===== config.mk =====
export PLATFORM = sky130hd
export DESIGN_NAME = failure_logger_flat
export DESIGN_NICKNAME = d
export VERILOG_FILES = /design/src/rtl/failure_logger_if.sv /design/src/rtl/failure_logger.sv /design/src/flat_wrapper.sv
export SDC_FILE = /design/constraint.sdc
export NUM_CORES = 1
export LEC_CHECK = 0
export ABC_AREA = 0
export CAP_MARGIN = 20
export CORE_UTILIZATION = 31
export DETAILED_ROUTE_END_ITERATION = 6
export PLACE_DENSITY_LB_ADDON = 0.3
export SYNTH_ARGS = -nofsm -noshare
export SYNTH_HDL_FRONTEND = slang
export SYNTH_SLANG_ARGS = --single-unit

===== constraint.sdc =====
create_clock -name clk -period 6.42 [get_ports clk]
set_input_delay 1.284 -clock clk [delete_from_list [all_inputs] [get_ports clk]]
set_output_delay 1.284 -clock clk [all_outputs]
set_load 0.05 [all_outputs]

===== src/rtl/failure_logger_if.sv =====
// Bundles the logger's control, error-report, readout and status signals.
// master drives control/error/read-request; slave (the logger) returns readout and status.
interface failure_logger_if #(
    parameter int ADDR_W = 10,
    parameter int CNT_W  = 16
);
    logic              clear;
    logic              arm;
    logic              error_1;
    logic [ADDR_W-1:0] error_address_1;
    logic              error_2;
    logic [ADDR_W-1:0] error_address_2;
    logic              rd_req;
    logic              rd_valid;
    logic              rd_channel;
    logic [ADDR_W-1:0] rd_address;
    logic              rd_empty;
    logic [CNT_W-1:0]  fail_count_1;
    logic [CNT_W-1:0]  fail_count_2;
    logic [CNT_W-1:0]  drop_count;
    logic              overflow;
    logic              logging;

    modport master (
        output clear, arm, error_1, error_address_1, error_2, error_address_2, rd_req,
        input  rd_valid, rd_channel, rd_address, rd_empty,
        input  fail_count_1, fail_count_2, drop_count, overflow, logging
    );

    modport slave (
        input  clear, arm, error_1, error_address_1, error_2, error_address_2, rd_req,
        output rd_valid, rd_channel, rd_address, rd_empty,
        output fail_count_1, fail_count_2, drop_count, overflow, logging
    );
endinterface


===== src/rtl/failure_logger.sv =====
// Counts RAM-test failures per channel and queues {channel,address} in a DEPTH-entry FIFO.
// Pop data appears one cycle after rd_req; a full FIFO drops new events (counted, sticky overflow).
module failure_logger #(
    parameter int ADDR_W  = 10,
    parameter int DEPTH   = 16,
    parameter int CNT_W   = 16,
    parameter int HOLDOFF = 6
) (
    input  logic             clk,
    input  logic             reset_n,
    failure_logger_if.slave  bus
);
    localparam int AW    = $clog2(DEPTH);
    localparam int PTR_W = AW + 1;
    localparam int HW    = $clog2(HOLDOFF + 1);

    typedef enum logic [1:0] {IDLE, HOLD, ARMED} state_t;
    typedef logic [ADDR_W:0] entry_t;

    state_t            state;
    logic [HW-1:0]     hold_cnt;
    logic [PTR_W-1:0]  wr_ptr;
    logic [PTR_W-1:0]  rd_ptr;
    logic [CNT_W-1:0]  fail_cnt_1;
    logic [CNT_W-1:0]  fail_cnt_2;
    logic [CNT_W-1:0]  drop_cnt;
    logic              ovf;
    logic              rd_vld;
    logic              rd_ch;
    logic [ADDR_W-1:0] rd_addr;
    logic              logging_q;
    entry_t            mem [DEPTH];

    logic [PTR_W-1:0]  occ;
    logic [PTR_W-1:0]  free;
    logic [PTR_W-1:0]  n_wr;
    logic [AW-1:0]     wr_idx0;
    logic [AW-1:0]     wr_idx1;
    logic              log_en;
    logic              want_1;
    logic              want_2;
    logic              pop;
    logic              wr0_en;
    logic              wr1_en;
    entry_t            wr0_dat;
    entry_t            wr1_dat;
    entry_t            head;
    logic [1:0]        n_drop;

    function automatic logic [CNT_W-1:0] sat_add(input logic [CNT_W-1:0] a, input logic [1:0] inc);
        logic [CNT_W:0] s;
        s = {1'b0, a} + (CNT_W + 1)'(inc);
        return s[CNT_W] ? '1 : s[CNT_W-1:0];
    endfunction

    // Free space is taken from occupancy at the start of the cycle, so a same-cycle pop frees nothing.
    assign occ     = wr_ptr - rd_ptr;
    assign free    = PTR_W'(DEPTH) - occ;
    assign log_en  = (state == ARMED) && bus.arm && !bus.clear;
    assign want_1  = log_en && bus.error_1;
    assign want_2  = log_en && bus.error_2;
    assign pop     = bus.rd_req && (occ != '0) && !bus.clear;
    assign wr_idx0 = wr_ptr[AW-1:0];
    assign wr_idx1 = wr_ptr[AW-1:0] + AW'(1);
    assign head    = mem[rd_ptr[AW-1:0]];
    assign n_wr    = PTR_W'(wr0_en) + PTR_W'(wr1_en);

    // Channel 1 always takes the first free slot; channel 2 only gets a slot left over.
    always_comb begin
        wr0_en  = 1'b0;
        wr1_en  = 1'b0;
        wr0_dat = {1'b0, bus.error_address_1};
        wr1_dat = {1'b1, bus.error_address_2};
        n_drop  = 2'd0;
        if (want_1 && want_2) begin
            if (free >= PTR_W'(2)) begin
                wr0_en = 1'b1;
                wr1_en = 1'b1;
            end else if (free == PTR_W'(1)) begin
                wr0_en = 1'b1;
                n_drop = 2'd1;
            end else begin
                n_drop = 2'd2;
            end
        end else if (want_1 || want_2) begin
            if (want_2) wr0_dat = {1'b1, bus.error_address_2};
            if (free != '0) wr0_en = 1'b1;
            else            n_drop = 2'd1;
        end
    end

    always_ff @(posedge clk) begin
        if (wr0_en) mem[wr_idx0] <= wr0_dat;
        if (wr1_en) mem[wr_idx1] <= wr1_dat;
    end

    always_ff @(posedge clk or negedge reset_n) begin
        if (!reset_n) begin
            state      <= IDLE;
            hold_cnt   <= '0;
            logging_q  <= 1'b0;
            wr_ptr     <= '0;
            rd_ptr     <= '0;
            fail_cnt_1 <= '0;
            fail_cnt_2 <= '0;
            drop_cnt   <= '0;
            ovf        <= 1'b0;
            rd_vld     <= 1'b0;
            rd_ch      <= 1'b0;
            rd_addr    <= '0;
        end else if (bus.clear) begin
            state      <= IDLE;
            hold_cnt   <= '0;
            logging_q  <= 1'b0;
            wr_ptr     <= '0;
            rd_ptr     <= '0;
            fail_cnt_1 <= '0;
            fail_cnt_2 <= '0;
            drop_cnt   <= '0;
            ovf        <= 1'b0;
            rd_vld     <= 1'b0;
        end else begin
            case (state)
                IDLE: begin
                    if (bus.arm) begin
                        state    <= HOLD;
                        hold_cnt <= HW'(HOLDOFF - 1);
                    end
                end
                HOLD: begin
                    if (!bus.arm) begin
                        state <= IDLE;
                    end else if (hold_cnt == '0) begin
                        state     <= ARMED;
                        logging_q <= 1'b1;
                    end else begin
                        hold_cnt <= hold_cnt - HW'(1);
                    end
                end
                ARMED: begin
                    if (!bus.arm) begin
                        state     <= IDLE;
                        logging_q <= 1'b0;
                    end
                end
                default: begin
                    state     <= IDLE;
                    logging_q <= 1'b0;
                end
            endcase

            wr_ptr <= wr_ptr + n_wr;
            rd_vld <= pop;
            if (pop) begin
                rd_ch   <= head[ADDR_W];
                rd_addr <= head[ADDR_W-1:0];
                rd_ptr  <= rd_ptr + PTR_W'(1);
            end

            if (want_1) fail_cnt_1 <= sat_add(fail_cnt_1, 2'd1);
            if (want_2) fail_cnt_2 <= sat_add(fail_cnt_2, 2'd1);
            if (n_drop != 2'd0) begin
                drop_cnt <= sat_add(drop_cnt, n_drop);
                ovf      <= 1'b1;
            end
        end
    end

    assign bus.rd_valid     = rd_vld;
    assign bus.rd_channel   = rd_ch;
    assign bus.rd_address   = rd_addr;
    assign bus.rd_empty     = (occ == '0);
    assign bus.fail_count_1 = fail_cnt_1;
    assign bus.fail_count_2 = fail_cnt_2;
    assign bus.drop_count   = drop_cnt;
    assign bus.overflow     = ovf;
    assign bus.logging      = logging_q;
endmodule

===== src/flat_wrapper.sv =====
// flat-port wrapper written by rule: the top's interface ports become plain ports
module failure_logger_flat 
#(
    parameter int ADDR_W  = 10,
    parameter int DEPTH   = 16,
    parameter int CNT_W   = 16,
    parameter int HOLDOFF = 6
)
  (clk, reset_n, bus_clear, bus_arm, bus_error_1, bus_error_address_1, bus_error_2, bus_error_address_2, bus_rd_req, bus_rd_valid, bus_rd_channel, bus_rd_address, bus_rd_empty, bus_fail_count_1, bus_fail_count_2, bus_drop_count, bus_overflow, bus_logging);
  failure_logger_if #(.ADDR_W(ADDR_W), .CNT_W(CNT_W)) bus_i ();
  input  logic clk;
  input  logic reset_n;
  input wire logic [$bits(bus_i.clear)-1:0] bus_clear;
  input wire logic [$bits(bus_i.arm)-1:0] bus_arm;
  input wire logic [$bits(bus_i.error_1)-1:0] bus_error_1;
  input wire logic [$bits(bus_i.error_address_1)-1:0] bus_error_address_1;
  input wire logic [$bits(bus_i.error_2)-1:0] bus_error_2;
  input wire logic [$bits(bus_i.error_address_2)-1:0] bus_error_address_2;
  input wire logic [$bits(bus_i.rd_req)-1:0] bus_rd_req;
  output wire logic [$bits(bus_i.rd_valid)-1:0] bus_rd_valid;
  output wire logic [$bits(bus_i.rd_channel)-1:0] bus_rd_channel;
  output wire logic [$bits(bus_i.rd_address)-1:0] bus_rd_address;
  output wire logic [$bits(bus_i.rd_empty)-1:0] bus_rd_empty;
  output wire logic [$bits(bus_i.fail_count_1)-1:0] bus_fail_count_1;
  output wire logic [$bits(bus_i.fail_count_2)-1:0] bus_fail_count_2;
  output wire logic [$bits(bus_i.drop_count)-1:0] bus_drop_count;
  output wire logic [$bits(bus_i.overflow)-1:0] bus_overflow;
  output wire logic [$bits(bus_i.logging)-1:0] bus_logging;
  assign bus_i.clear = bus_clear;
  assign bus_i.arm = bus_arm;
  assign bus_i.error_1 = bus_error_1;
  assign bus_i.error_address_1 = bus_error_address_1;
  assign bus_i.error_2 = bus_error_2;
  assign bus_i.error_address_2 = bus_error_address_2;
  assign bus_i.rd_req = bus_rd_req;
  assign bus_rd_valid = bus_i.rd_valid;
  assign bus_rd_channel = bus_i.rd_channel;
  assign bus_rd_address = bus_i.rd_address;
  assign bus_rd_empty = bus_i.rd_empty;
  assign bus_fail_count_1 = bus_i.fail_count_1;
  assign bus_fail_count_2 = bus_i.fail_count_2;
  assign bus_drop_count = bus_i.drop_count;
  assign bus_overflow = bus_i.overflow;
  assign bus_logging = bus_i.logging;
  failure_logger #(.ADDR_W(ADDR_W), .DEPTH(DEPTH), .CNT_W(CNT_W), .HOLDOFF(HOLDOFF)) u_core (.clk(clk), .reset_n(reset_n), .bus(bus_i));
endmodule

# Word level (Yosys, flattened, before mapping)
# Memories as Yosys holds them, arrays and structs flattened. A register that Yosys moved wholly into a read port is not among the register bits.
# Cells that the tools add are included.
word_totals:
  reg_bits: 66
  mem_bits_rw: 176
  elab_cells: 108
  output_inout_bits: 63
  mem_count: 1
op_classes:
  n_reduce_logical: 25
  n_eq_ne: 10
  addsub: 10
  magnitude_cmp: 1
  mux: 50
  bitwise_logic: 1
mem_list:
  columns: ["name", "words", "word_bits", "rd", "rd_clocked_by_memory_dff", "wr", "line", "source"]
  rows:
  - ["u_core.mem", 16, 11, 1, 1, 2, "failure_logger.sv:32", "entry_t mem [DEPTH];"]
op_table:
  columns: ["op", "count"]
  rows:
  - ["$mux 16", 9]
  - ["$add 16x1->17 const B", 2]
  - ["$mux 11", 3]
  - ["$mux 1", 19]
  - ["$mux 2", 9]
  - ["$add 16x2->17", 1]
  - ["$mux 5", 3]
  - ["$mux 3", 4]
  - ["$ne 3x3->1 const B", 4]
  - ["$reduce_bool 2->1", 5]
  - ["$reduce_bool 5->1", 2]
  - ["$reduce_and 4->1", 2]
  - ["$logic_and 1x1->1", 7]
  - ["$pmux 2 s3", 1]
  - ["$pmux 3 s2", 1]
  - ["$add 5x1->5 const B", 1]
  - ["$add 5x5->5", 1]
  - ["$eq 5x1->1 const B", 1]
  - ["$ge 5x2->1 const B", 1]
  - ["$logic_not 5->1", 1]
  - ["$sub 5x5->5", 1]
  - ["$sub 5x5->5 const A", 1]
  - ["$add 4x1->4 const B", 1]
  - ["$ne 4x3->1 const B", 1]
  - ["15 further kinds", 16]

# Longest topological paths before layout
# Gate-level depths: netlist of run 1.
logic_depth:
  word_depth: 11
  depth_mapped: 21

# Worst setup path after synthesis of run 1
# Ideal clock, no wire load.
synth_path:
  kind: "register -> register"
  from: "reg u_core.rd_ptr[1]"
  to: "reg u_core.drop_cnt[5], in the netlist u_core.bus.drop_count[5]"
  n_path_buf: 4
  stages_incl_launch_ff: 22
  synth_period_minus_slack_ns: 4.627
  path_slack_ns: 1.793
  arrival_ns: 4.555
  setup_time_ns: 0.072
  cell_sequence: "dfrtp_1 -> clkbuf_1 -> buf_2 -> buf_1 -> inv_1 -> ha_1 -> nand2b_1 -> o2bb2ai_2 -> xor2_1 -> and3_1 -> ha_1 -> nand2_1 -> nor2_1 -> and3_1 -> ha_1 -> inv_1 -> fa_1 -> nor3_1 -> nand2_1 -> clkbuf_1 -> a41o_1 -> nor2_1"
synth_between:
  elab_chain_cells: 10
  elab_cells_between_ends: 16
  classes_between: "add/sub: 3; order compare: 1; eq/ne: 1; mux: 8; reduce/logical: 3"
synth_lines:
  columns: ["element", "line", "source"]
  rows:
  - ["start: declaration", "failure_logger.sv:23", "logic [PTR_W-1:0] rd_ptr;"]
  - ["start signal: assignment", "failure_logger.sv:157", "rd_ptr <= rd_ptr + PTR_W'(1);"]
  - ["$sub 5x5->5 (*)", "failure_logger.sv:57", "assign occ = wr_ptr - rd_ptr;"]
  - ["$sub 5x5->5 (*)", "failure_logger.sv:58", "assign free = PTR_W'(DEPTH) - occ;"]
  - ["parallel branches: the longest is 3 deep, another holds $ge 5x2->1", null, null]
  - ["$mux 2 (*)", "failure_logger.sv:75", "if (want_1 && want_2) begin"]
  - ["$add 16x2->17", "failure_logger.sv:52", "s = {1'b0, a} + (CNT_W + 1)'(inc);"]
  - ["$mux 16", "failure_logger.sv:53", "return s[CNT_W] ? '1 : s[CNT_W-1:0];"]
  - ["$mux 16", "failure_logger.sv:162", "if (n_drop != 2'd0) begin"]
  - ["$mux 16", "failure_logger.sv:111", "end else if (bus.clear) begin"]
  - ["end signal: assignment", "failure_logger.sv:163", "drop_cnt <= sat_add(drop_cnt, n_drop);"]
  - ["end: declaration", "failure_logger.sv:26", "logic [CNT_W-1:0] drop_cnt;"]
# Every way passes the cells marked *. The select of a mux whose other input is x is not followed.
# A chain may end at the register's enable or synchronous reset.

# Final worst setup path of run 1
layout_path:
  from: "reg u_core.wr_ptr[0]"
  to: "out bus_rd_empty"
layout_between:
  elab_chain_cells: 2
layout_lines:
  columns: ["element", "line", "source"]
  rows:
  - ["start: declaration", "failure_logger.sv:22", "logic [PTR_W-1:0] wr_ptr;"]
  - ["start signal: assignment", "failure_logger.sv:152", "wr_ptr <= wr_ptr + n_wr;"]
  - ["$sub 5x5->5", "failure_logger.sv:57", null]
  - ["$logic_not 5->1", "failure_logger.sv:172", "assign bus.rd_empty = (occ == '0);"]
  - ["end: declaration", "flat_wrapper.sv:23", "output wire logic [$bits(bus_i.rd_empty)-1:0] bus_rd_empty;"]
# No other way between the ends.

==> flow_summary_export.csv, run 1 <==
group,metric,value,unit
outcome,outcome,"completed",
critical_path,crit_buf_inv,2,
critical_path,cp_num_cells,7,
drt,avgViaCountPerCell,5.61,
drt,first_pass_iters,5,
power,peakVddDrop,0.227,mV
final_layout,layout_common_cells,"160 x o2bb2ai_1, 160 x edfxtp_1, 87 x clkdlybuf4s50_1",
placed_design,hpwlAfterDp,26100,um
logic_synthesis,synth_seq_cells,253,
power,power.density,286,nW/um^2
timing,fmax,212,MHz
clock_tree,cts_max_level,1,
timing,whs,0.461,ns
clock_tree,post_cts.repair.setup_buffers,0,
clock_tree,cts_buffers,29,
floorplanning,pin_count,90,
power,power,4.59,mW
power,leakage,5.06,nW
clock_tree,clk_latency,0.58,ns
floorplanning,die_w,211,um
critical_path,cpPeakStageDelay,0.84,ns
global_route,antenna_found_initial,0,
floorplanning,die_y,211,um
clock_tree,cts_tree,"done",
logic_synthesis,syn-num-nets,1168,
logic_synthesis,synth_area_leaders,"edfxtp_1 35%, dfrtp_1 14%, o2bb2ai_1 10%, mux4_2 7.3%, dfxtp_1 2.4%",
clock_tree,clk_pin_slew,0.06,ns
timing,setup_tns,0,ns
drt,drt_iter0_markers,950,
critical_path,cp_data_arrival_time,3.44,ns
critical_path,cp-start-kind,"flip-flop",
timing,hold_violations,0,
drt,vias,10000,
timing,period_minus_slack,4.73,ns
logic_synthesis,ys_types,72,
global_route,grt_max_degree,66,
placed_design,finalWeightedCongestion,0.808,
clock_tree,cts.sinks,253,
critical_path,slowest_stage,"clkdlybuf4s50_1",
floorplanning,initial_utilization,31.5,%
global_route,grt_pass1_vias,9990,
final_layout,final_area,16000,sq um
logic_synthesis,yosysTopAreaCellShare,35.4,%
logic_synthesis,synth_area,13600,sq um
final_layout,syn_to_final_growth,18.2,%
drt,final_antenna_net_count,0,
final_layout,num-fill-cells,4127,
hold_path,hold_depth,1,
placed_design,placed_area,15000,sq um
critical_path,cpMostUsedCell,"ha_1",
critical_path,cp_top_family,"adder cells",
drt,drt_wl_total,40400,um
critical_path,regToRegSetupSlack,1.73,ns
logic_synthesis,yosysSeqAreaShare,52.0,%
global_route,grt_pass1_wl,62000,um
logic_synthesis,synth_ff_type,"edfxtp_1",
logic_synthesis,synth_area_leader_cell,"edfxtp_1",
drt,route.detailed.drc,0,
placed_design,numPortBuffers,89,
drt,wl_per_cell,22.6,um
timing,relSlewSlack,25.1,%
run,maxCapViolCount,0,
timing,skew,0.0185,ns
critical_path,cp_cell_sequence,"inv_1 -> ha_1 -> fa_1 -> ha_1 -> and3_1 -> ha_1 -> clkdlybuf4s50_1",
logic_synthesis,postSynthCellCount,1119,
final_layout,drive_gt1_share,14.6,%
critical_path,critPathKind,"flip-flop to output port",
logic_synthesis,syn_area_per_cell,12.1,sq um
logic_synthesis,async_reset_ff_share,30.4,%
hold_path,holdCritPathClass,"flip-flop to flip-flop",
critical_path,rr_worst_depth,15,
global_route,grt_overflow,0,
floorplanning,num_rows,76,
critical_path,cp.required,5.14,ns
logic_synthesis,ys_warn_count,0,
final_layout,nets,1229,
final_layout,diodes,0,
timing,tightest_slew,1.12,ns
timing,setup_viol,0,
clock_tree,cts.path.max_buffers,3,
floorplanning,core,43100,sq um
timing,grt_setup_unrepaired,"false",
timing,slew_violations,0,
clock_tree,cts_root_buf,"clkbuf_16",
clock_tree,cts_resized,0,
timing,min_period_over_period,73.6,%
floorplanning,dieArea,44600,sq um
clock_tree,holdBufCountCts,0,
critical_path,end_kind,"output port",
critical_path,crit_path_max_fanout,13,
logic_synthesis,synth-edff-count,160,
final_layout,fin_util,37.2,%
global_route,grtUsageTotal,18.2,%
==> flip-flops by register name, summed over array words and instances (netlist names) <==
name,flops
u_core.bus.fail_count_1,16
u_core.wr_ptr,5
u_core.bus.logging,1
u_core.bus.rd_valid,1
u_core.bus.fail_count_2,16
u_core.bus.rd_channel,1
u_core.bus.drop_count,16
u_core.bus.rd_address,10
u_core.state,2
u_core.mem,176
u_core.rd_ptr,5
u_core.bus.overflow,1
u_core.hold_cnt,3
==> power breakdown <==
part           internal (mW)  leakage, nW  switching (mW)
registers               1.76         2.34          0.0325
logic                  0.362         2.25           0.686
clock network           1.03        0.470           0.716
total                   3.15         5.06            1.43
==> metal layers <==
layer  GRT usage [%]  vias to the layer above  part of all wire, %
met5               0                        -                    0
li1                -                     4539                    -
met2            30.4                      351                   48
met1            24.6                     5073                   43
met4            5.85                        0                  2.3
met3            2.10                       61                  6.0
==> cell usage after synthesis, types with 4 or more instances <==
master     number
a211o_1         4
mux4_2         44
o211a_1         4
dfxtp_1        16
buf_4           6
nand4_1        17
ha_1           19
and2_1          6
nor2b_1         9
o21a_1          6
xnor2_1         6
edfxtp_1      160
a31oi_1        17
nand2_1        76
and3_1          7
a311oi_1       11
nand2b_1       14
buf_2          38
o21ai_0        23
nor2_1         72
clkbuf_1       52
or3_1           6
a211oi_1       14
nor3_1         21
a21oi_1        26
inv_1          26
mux2i_4         6
o21ai_1        15
xor2_1          4
mux2i_1         5
and4_1          7
o211ai_1        8
nor2_2          7
nand3_1        32
o2bb2ai_1     160
o311ai_0        5
nor3_4          5
a221oi_1       11
dfrtp_1        77
buf_1           5
a22o_1         11
buf_6           4
mux2i_2         4
nor4_1          4
==> metrics by stage <==
stage	instances	setup WS (ns)
after global placement	1731	1.69
after floorplan	1119	1.79
after global routing	1788	1.40
after CTS	1788	1.65
final	1788	1.69
after detailed placement	1734	1.62
==> cell families after synthesis <==
logic type	Yosys count	synth area share [%]
and+or+nand+nor	308	12.1
adders and majority gates	22	2.20
AOI/OAI and AO/OA	333	19.2
xor gates and xnor gates	13	1.06
DFF	253	52.0
buffers and inverters	131	4.36
muxes	59	9.08
==> final timing paths <==
path                              startpoint                    endpoint
min in group asynchronous            reset_n  u_core.bus.fail_count_2[2]
setup / recovery            u_core.wr_ptr[0]                bus_rd_empty
max in group asynchronous            reset_n            u_core.rd_ptr[0]
hold reg to reg            u_core.mem[2][10]           u_core.mem[2][10]
setup reg to reg            u_core.wr_ptr[0]            u_core.wr_ptr[4]
hold / removal             u_core.mem[2][10]           u_core.mem[2][10]
==> layout make-up <==
| cell class | instances | area, sq um | share of cell area, % |
|---|---|---|---|
| inverter | 26 | 97.6 | 0.609 |
| multi-input combinational | 735 | 5920 | 36.9 |
| clock inverter | 21 | 250 | 1.56 |
| tap | 585 | 732 | 4.57 |
| clock buffer | 33 | 741 | 4.62 |
| sequential | 253 | 7050 | 44.0 |
| timing repair buffer | 135 | 1240 | 7.73 |
Power figures use the tool's default switching activity.
==> run 2: changes to the inputs <==
==> constraint.sdc (replaced) <==
create_clock -name clk -period 3.99 [get_ports clk]
set_input_delay 0.798 -clock clk [delete_from_list [all_inputs] [get_ports clk]]
set_output_delay 0.798 -clock clk [all_outputs]
set_load 0.05 [all_outputs]
==> flow_summary_export.csv, run 2 (synthesized netlist as in run 1, its figures left out) <==
group,metric,value,unit
timing,skew,0.0201,ns
global_route,grt_max_degree,78,
final_layout,largest_register,"u_core.mem",
final_layout,final_area,16400,sq um
timing,slew_violations,0,
global_route,grt_overflow,0,
global_route,antenna_found_initial,0,
floorplanning,core,43100,sq um
placed_design,finalWeightedCongestion,0.817,
hold_path,holdCritPathClass,"input port to asynchronous set/reset pin",
critical_path,slowest_stage,"fa_1",
final_layout,nets,1252,
critical_path,crit_path_max_fanout,3,
floorplanning,dieArea,44600,sq um
critical_path,critPathKind,"flip-flop to flip-flop",
critical_path,end_kind,"flip-flop",
final_layout,drive_gt1_share,18.1,%
placed_design,numPortBuffers,89,
power,power,7.72,mW
drt,avgViaCountPerCell,5.52,
final_layout,diodes,0,
timing,hold_violations,0,
final_layout,syn_to_final_growth,20.9,%
placed_design,hpwlAfterDp,25300,um
final_layout,fin_util,38.0,%
placed_design,placed_area,15200,sq um
drt,final_antenna_net_count,0,
critical_path,cpPeakStageDelay,0.57,ns
critical_path,crit_buf_inv,3,
floorplanning,die_w,211,um
final_layout,layout_common_cells,"160 x o2bb2ai_1, 160 x edfxtp_1, 86 x clkdlybuf4s50_1",
global_route,grtUsageTotal,16.9,%
floorplanning,num_rows,76,
placed_design,dp_slack,0.0220,ns
final_layout,largest_reg_flops,176,
final_layout,instances_no_fill,1810,
clock_tree,cts.path.max_buffers,3,
timing,setup_viol,0,
clock_tree,cts_tree,"done",
drt,vias,9987,
floorplanning,die_y,211,um
critical_path,regToRegSetupSlack,0.13,ns
timing,min_period_over_period,96.8,%
clock_tree,cts_buffers,28,
clock_tree,cts_max_level,1,
timing,period_minus_slack,3.86,ns
final_layout,num-fill-cells,4114,
run,maxCapViolCount,0,
critical_path,cp_cell_sequence,"ha_4 -> fa_1 -> inv_2 -> ha_4 -> or3b_4 -> o21a_1 -> mux2i_1 -> and3_4 -> ha_4 -> inv_2 -> fa_2 -> or3_4 -> buf_4 -> nor3_1 -> a311oi_1",
timing,grt_setup_unrepaired,"true",
global_route,grt_pass1_wl,59100,um
power,power.density,471,nW/um^2
drt,wl_per_cell,20.8,um
outcome,outcome,"completed",
power,peakVddDrop,0.346,mV
global_route,grt_pass1_vias,9740,
drt,first_pass_iters,5,
timing,worst_slack,0.127,ns
power,leakage,5.25,nW
placed_design,dp_cells,1753,
critical_path,cp_data_arrival_time,4.29,ns
clock_tree,clk_pin_slew,0.07,ns
drt,drt_iter0_markers,740,
critical_path,cp_top_family,"adder cells",
clock_tree,cts_root_buf,"clkbuf_16",
critical_path,cpMostUsedCell,"ha_4",
timing,fmax,259,MHz
clock_tree,clk_latency,0.58,ns
floorplanning,initial_utilization,31.5,%
clock_tree,cts.sinks,253,
critical_path,cp.required,4.41,ns
critical_path,cp-start-kind,"flip-flop",
drt,drt_wl_total,37700,um
timing,relSlewSlack,30.7,%
floorplanning,pin_count,90,
timing,tightest_slew,1.04,ns
drt,route.detailed.drc,0,
==> run 2: cell types whose count changed in the layout (fill, tap and decap cells not counted), sizes merged <==
cell and change:
buf +25, clkinv +4, clkbuf -3, clkinvlp -3, bufinv +2, inv -2, clkdlybuf4s50 -1
==> run 2: routing by layer <==
layer,GRT usage (%),vias up,part of all wire [%]
met5,0,-,0
met4,4.45,0,1.8
met3,2.35,42,4.7
met2,27.0,268,47
met1,23.9,5085,46
li1,-,4592,-
==> run 2: cell type report <==
type	instances	area (sq um)	area share [%]
Timing Repair Buffer	159	1440	8.80
Sequential cell	253	7050	43.0
Inverter	26	97.6	0.595
Multi-Input combinational cell	735	6040	36.9
Tap cell	585	732	4.47
Clock inverter	22	310	1.89
Clock buffer	30	708	4.32
==> run 2: stage by stage <==
stage          hold WS, ns  TNS, ns
2_1_floorplan        0.430  -0.0235
3_3_place_gp         0.445        0
3_5_place_dp         0.455        0
4_1_cts              0.443        0
5_1_grt             0.0630   -0.133
6_report            0.0765        0
==> run 2: worst reg2reg max path: cells and delay by family, from the launching register on <==
| family | cells | cell delay (ns) |
|---|---|---|
| DFF | 1 | 0.42 |
| adders and majority gates | 5 | 1.51 |
| buffers and inverters | 3 | 0.26 |
| muxes | 1 | 0.13 |
| and+or+nand+nor | 4 | 1.12 |
| AOI/OAI and AO/OA | 2 | 0.28 |
==> run 2: power by group <==
part | total (mW) | leakage (nW) | switching [mW] | internal (mW)
sequential | 2.87 | 2.34 | 0.0390 | 2.83
clock | 2.87 | 0.497 | 1.13 | 1.74
combinational | 1.98 | 2.41 | 1.22 | 0.757
total | 7.72 | 5.25 | 2.39 | 5.33
==> run 2: final timing paths <==
path / from / end / cells after the start
max in group asynchronous: reset_n / u_core.bus.drop_count[7] / 2
worst min-delay path: reset_n / u_core.bus.fail_count_2[14] / 1
worst min register to register: u_core.mem[3][10] / u_core.mem[3][10] / 2
min in group clk: u_core.mem[3][10] / u_core.mem[3][10] / 2
worst max register to register: u_core.rd_ptr[0] / u_core.bus.drop_count[12] / 15
worst max-delay path: u_core.rd_ptr[0] / u_core.bus.drop_count[12] / 15
==> run 2: timing repair <==
item / in CTS / in global routing
pin swaps: 0 / 11
setup buffers: 0 / 4
cloned: 0 / 0
resized for setup: 1 / 19
setup endpoints to repair: 4 / 17
hold buffers: 0 / 0
==> run 3: changes to the inputs <==
--- a/config.mk
+++ b/config.mk
@@ -10,6 +10,8 @@
 export CORE_UTILIZATION = 31
 export DETAILED_ROUTE_END_ITERATION = 6
 export PLACE_DENSITY_LB_ADDON = 0.3
+export REMOVE_ABC_BUFFERS = 1
+export SLEW_MARGIN = 20
 export SYNTH_ARGS = -nofsm -noshare
 export SYNTH_HDL_FRONTEND = slang
 export SYNTH_SLANG_ARGS = --single-unit
==> flow_summary_export.csv, run 3 (synthesized netlist as in run 1, its figures left out) <==
group,metric,value,unit
outcome,outcome,"completed",
drt,route.detailed.drc,0,
critical_path,r2r_start,"u_core.rd_ptr[0]",
final_layout,instances_no_fill,1825,
critical_path,cp-start-kind,"flip-flop",
floorplanning,pin_count,90,
floorplanning,die_y,211,um
critical_path,critPathKind,"flip-flop to flip-flop",
floorplanning,die_w,211,um
floorplanning,dieArea,44600,sq um
floorplanning,core,43100,sq um
placed_design,hpwlAfterDp,26300,um
timing,fmax,254,MHz
global_route,grt_pass1_wl,62200,um
run,maxCapViolCount,0,
floorplanning,num_rows,76,
placed_design,dp_slack,-0.102,ns
power,leakage,5.31,nW
hold_path,holdCritPathClass,"input port to asynchronous set/reset pin",
critical_path,cp.required,4.45,ns
drt,vias,10200,
power,power,7.47,mW
final_layout,largest_register,"u_core.mem",
final_layout,diodes,0,
placed_design,dp_cells,1771,
final_layout,largest_reg_flops,176,
drt,drt_iter0_markers,949,
clock_tree,clk_pin_slew,0.06,ns
timing,grt_setup_unrepaired,"true",
timing,slew_violations,0,
timing,period_minus_slack,3.94,ns
final_layout,layout_common_cells,"160 x o2bb2ai_1, 160 x edfxtp_1, 86 x clkdlybuf4s50_1",
timing,hold_violations,0,
critical_path,cp_data_arrival_time,4.40,ns
floorplanning,initial_utilization,31.5,%
global_route,grt_overflow,0,
drt,avgViaCountPerCell,5.61,
timing,min_period_over_period,98.8,%
clock_tree,cts_root_buf,"clkbuf_16",
clock_tree,clk_latency,0.57,ns
clock_tree,holdBufCountCts,0,
global_route,grtUsageTotal,18.4,%
timing,skew,0.0245,ns
final_layout,nets,1268,
timing,setup_viol,0,
power,peakVddDrop,0.352,mV
power,power.density,454,nW/um^2
clock_tree,cts.sinks,253,
drt,drt_wl_total,41100,um
clock_tree,cts.path.max_buffers,3,
critical_path,slowest_stage,"fa_2",
drt,final_antenna_net_count,0,
global_route,antenna_found_initial,0,
final_layout,drive_gt1_share,19.6,%
drt,wl_per_cell,22.5,um
global_route,grt_max_degree,69,
clock_tree,cts_tree,"done",
timing,worst_slack,0.0483,ns
clock_tree,cts_max_level,1,
global_route,grt_pass1_vias,10200,
placed_design,numPortBuffers,89,
critical_path,crit_path_max_fanout,4,
timing,tightest_slew,1.11,ns
critical_path,cp-startpoint,"u_core.rd_ptr[0]",
timing,relSlewSlack,25.9,%
clock_tree,cts_buffers,28,
drt,first_pass_iters,5,
critical_path,cp_cell_sequence,"ha_4 -> fa_2 -> inv_2 -> ha_4 -> or3b_4 -> o21a_1 -> mux2i_1 -> and3_1 -> ha_2 -> inv_2 -> fa_2 -> nor3_4 -> buf_6 -> and3_4 -> a31oi_4 -> a311oi_2",
final_layout,syn_to_final_growth,21.5,%
critical_path,cpPeakStageDelay,0.60,ns
critical_path,end_kind,"flip-flop",
placed_design,finalWeightedCongestion,0.823,
-- run 3: what timing repair did --
item	in CTS	in global routing
pin swaps	2	17
setup buffers	0	2
setup endpoints to repair	44	17
resized for setup	7	30
gates cloned	0	0
-- run 3: worst max-delay path, delay by kind of cell, from the launching register on --
family                   cells  cell delay [ns]
AND/OR/NAND/NOR              4             1.00
AO/OA/AOI/OAI                3             0.46
multiplexers                 1             0.10
adder cells (fa/ha/maj)      5             1.60
flip-flops                   1             0.42
buffers and inverters        3             0.25
-- run 3: stage by stage --
| step | util (%) | setup TNS (ns) | instance area, sq um | hold slack (ns) |
|---|---|---|---|---|
| after global routing | 38.3 | -0.712 | 16500 | 0.128 |
| after floorplan | - | -411.60 | 13100 | 0.430 |
| final | 38.3 | 0 | 16500 | 0.135 |
| after detailed placement | 35.6 | -1.25 | 15300 | 0.449 |
| after global placement | 35.5 | -0.0269 | 15300 | 0.443 |
| after CTS | 37.8 | 0 | 16300 | 0.427 |
-- run 3: routing by layer --
metal	wire length [um]	part of all wire [%]	GRT usage [%]
met2	20200	49	30.9
met5	0	0	0
met3	2450	6.0	2.78
met4	1000	2.4	5.67
met1	17500	43	24.3
-- run 3: where the power goes --
part	switching [mW]	internal (mW)
Clock	1.10	1.55
Sequential	0.0362	2.83
Combinational	1.24	0.727
-- run 3: cell type report --
type / instances / area (sq um)
tap: 585 / 732
timing repair buffer: 175 / 1580
inverter: 26 / 97.6
sequential: 253 / 7050
clock buffer: 37 / 766
clock inverter: 14 / 168
multi-input combinational: 735 / 6080
fill: 4131 / 26600
-- run 3: final timing paths --
| kind | endpoint | slack (ns) | depth (start not counted) |
|---|---|---|---|
| worst max register to register | u_core.bus.drop_count[12] | 0.05 | 16 |
| max in group asynchronous | u_core.bus.rd_address[0] | 3.27 | 2 |
| min in group clk | u_core.mem[6][10] | 0.47 | 1 |
| worst min-delay path | u_core.hold_cnt[2] | 0.13 | 1 |
| worst min register to register | u_core.mem[6][10] | 0.47 | 1 |
| worst max-delay path | u_core.bus.drop_count[12] | 0.05 | 16 |
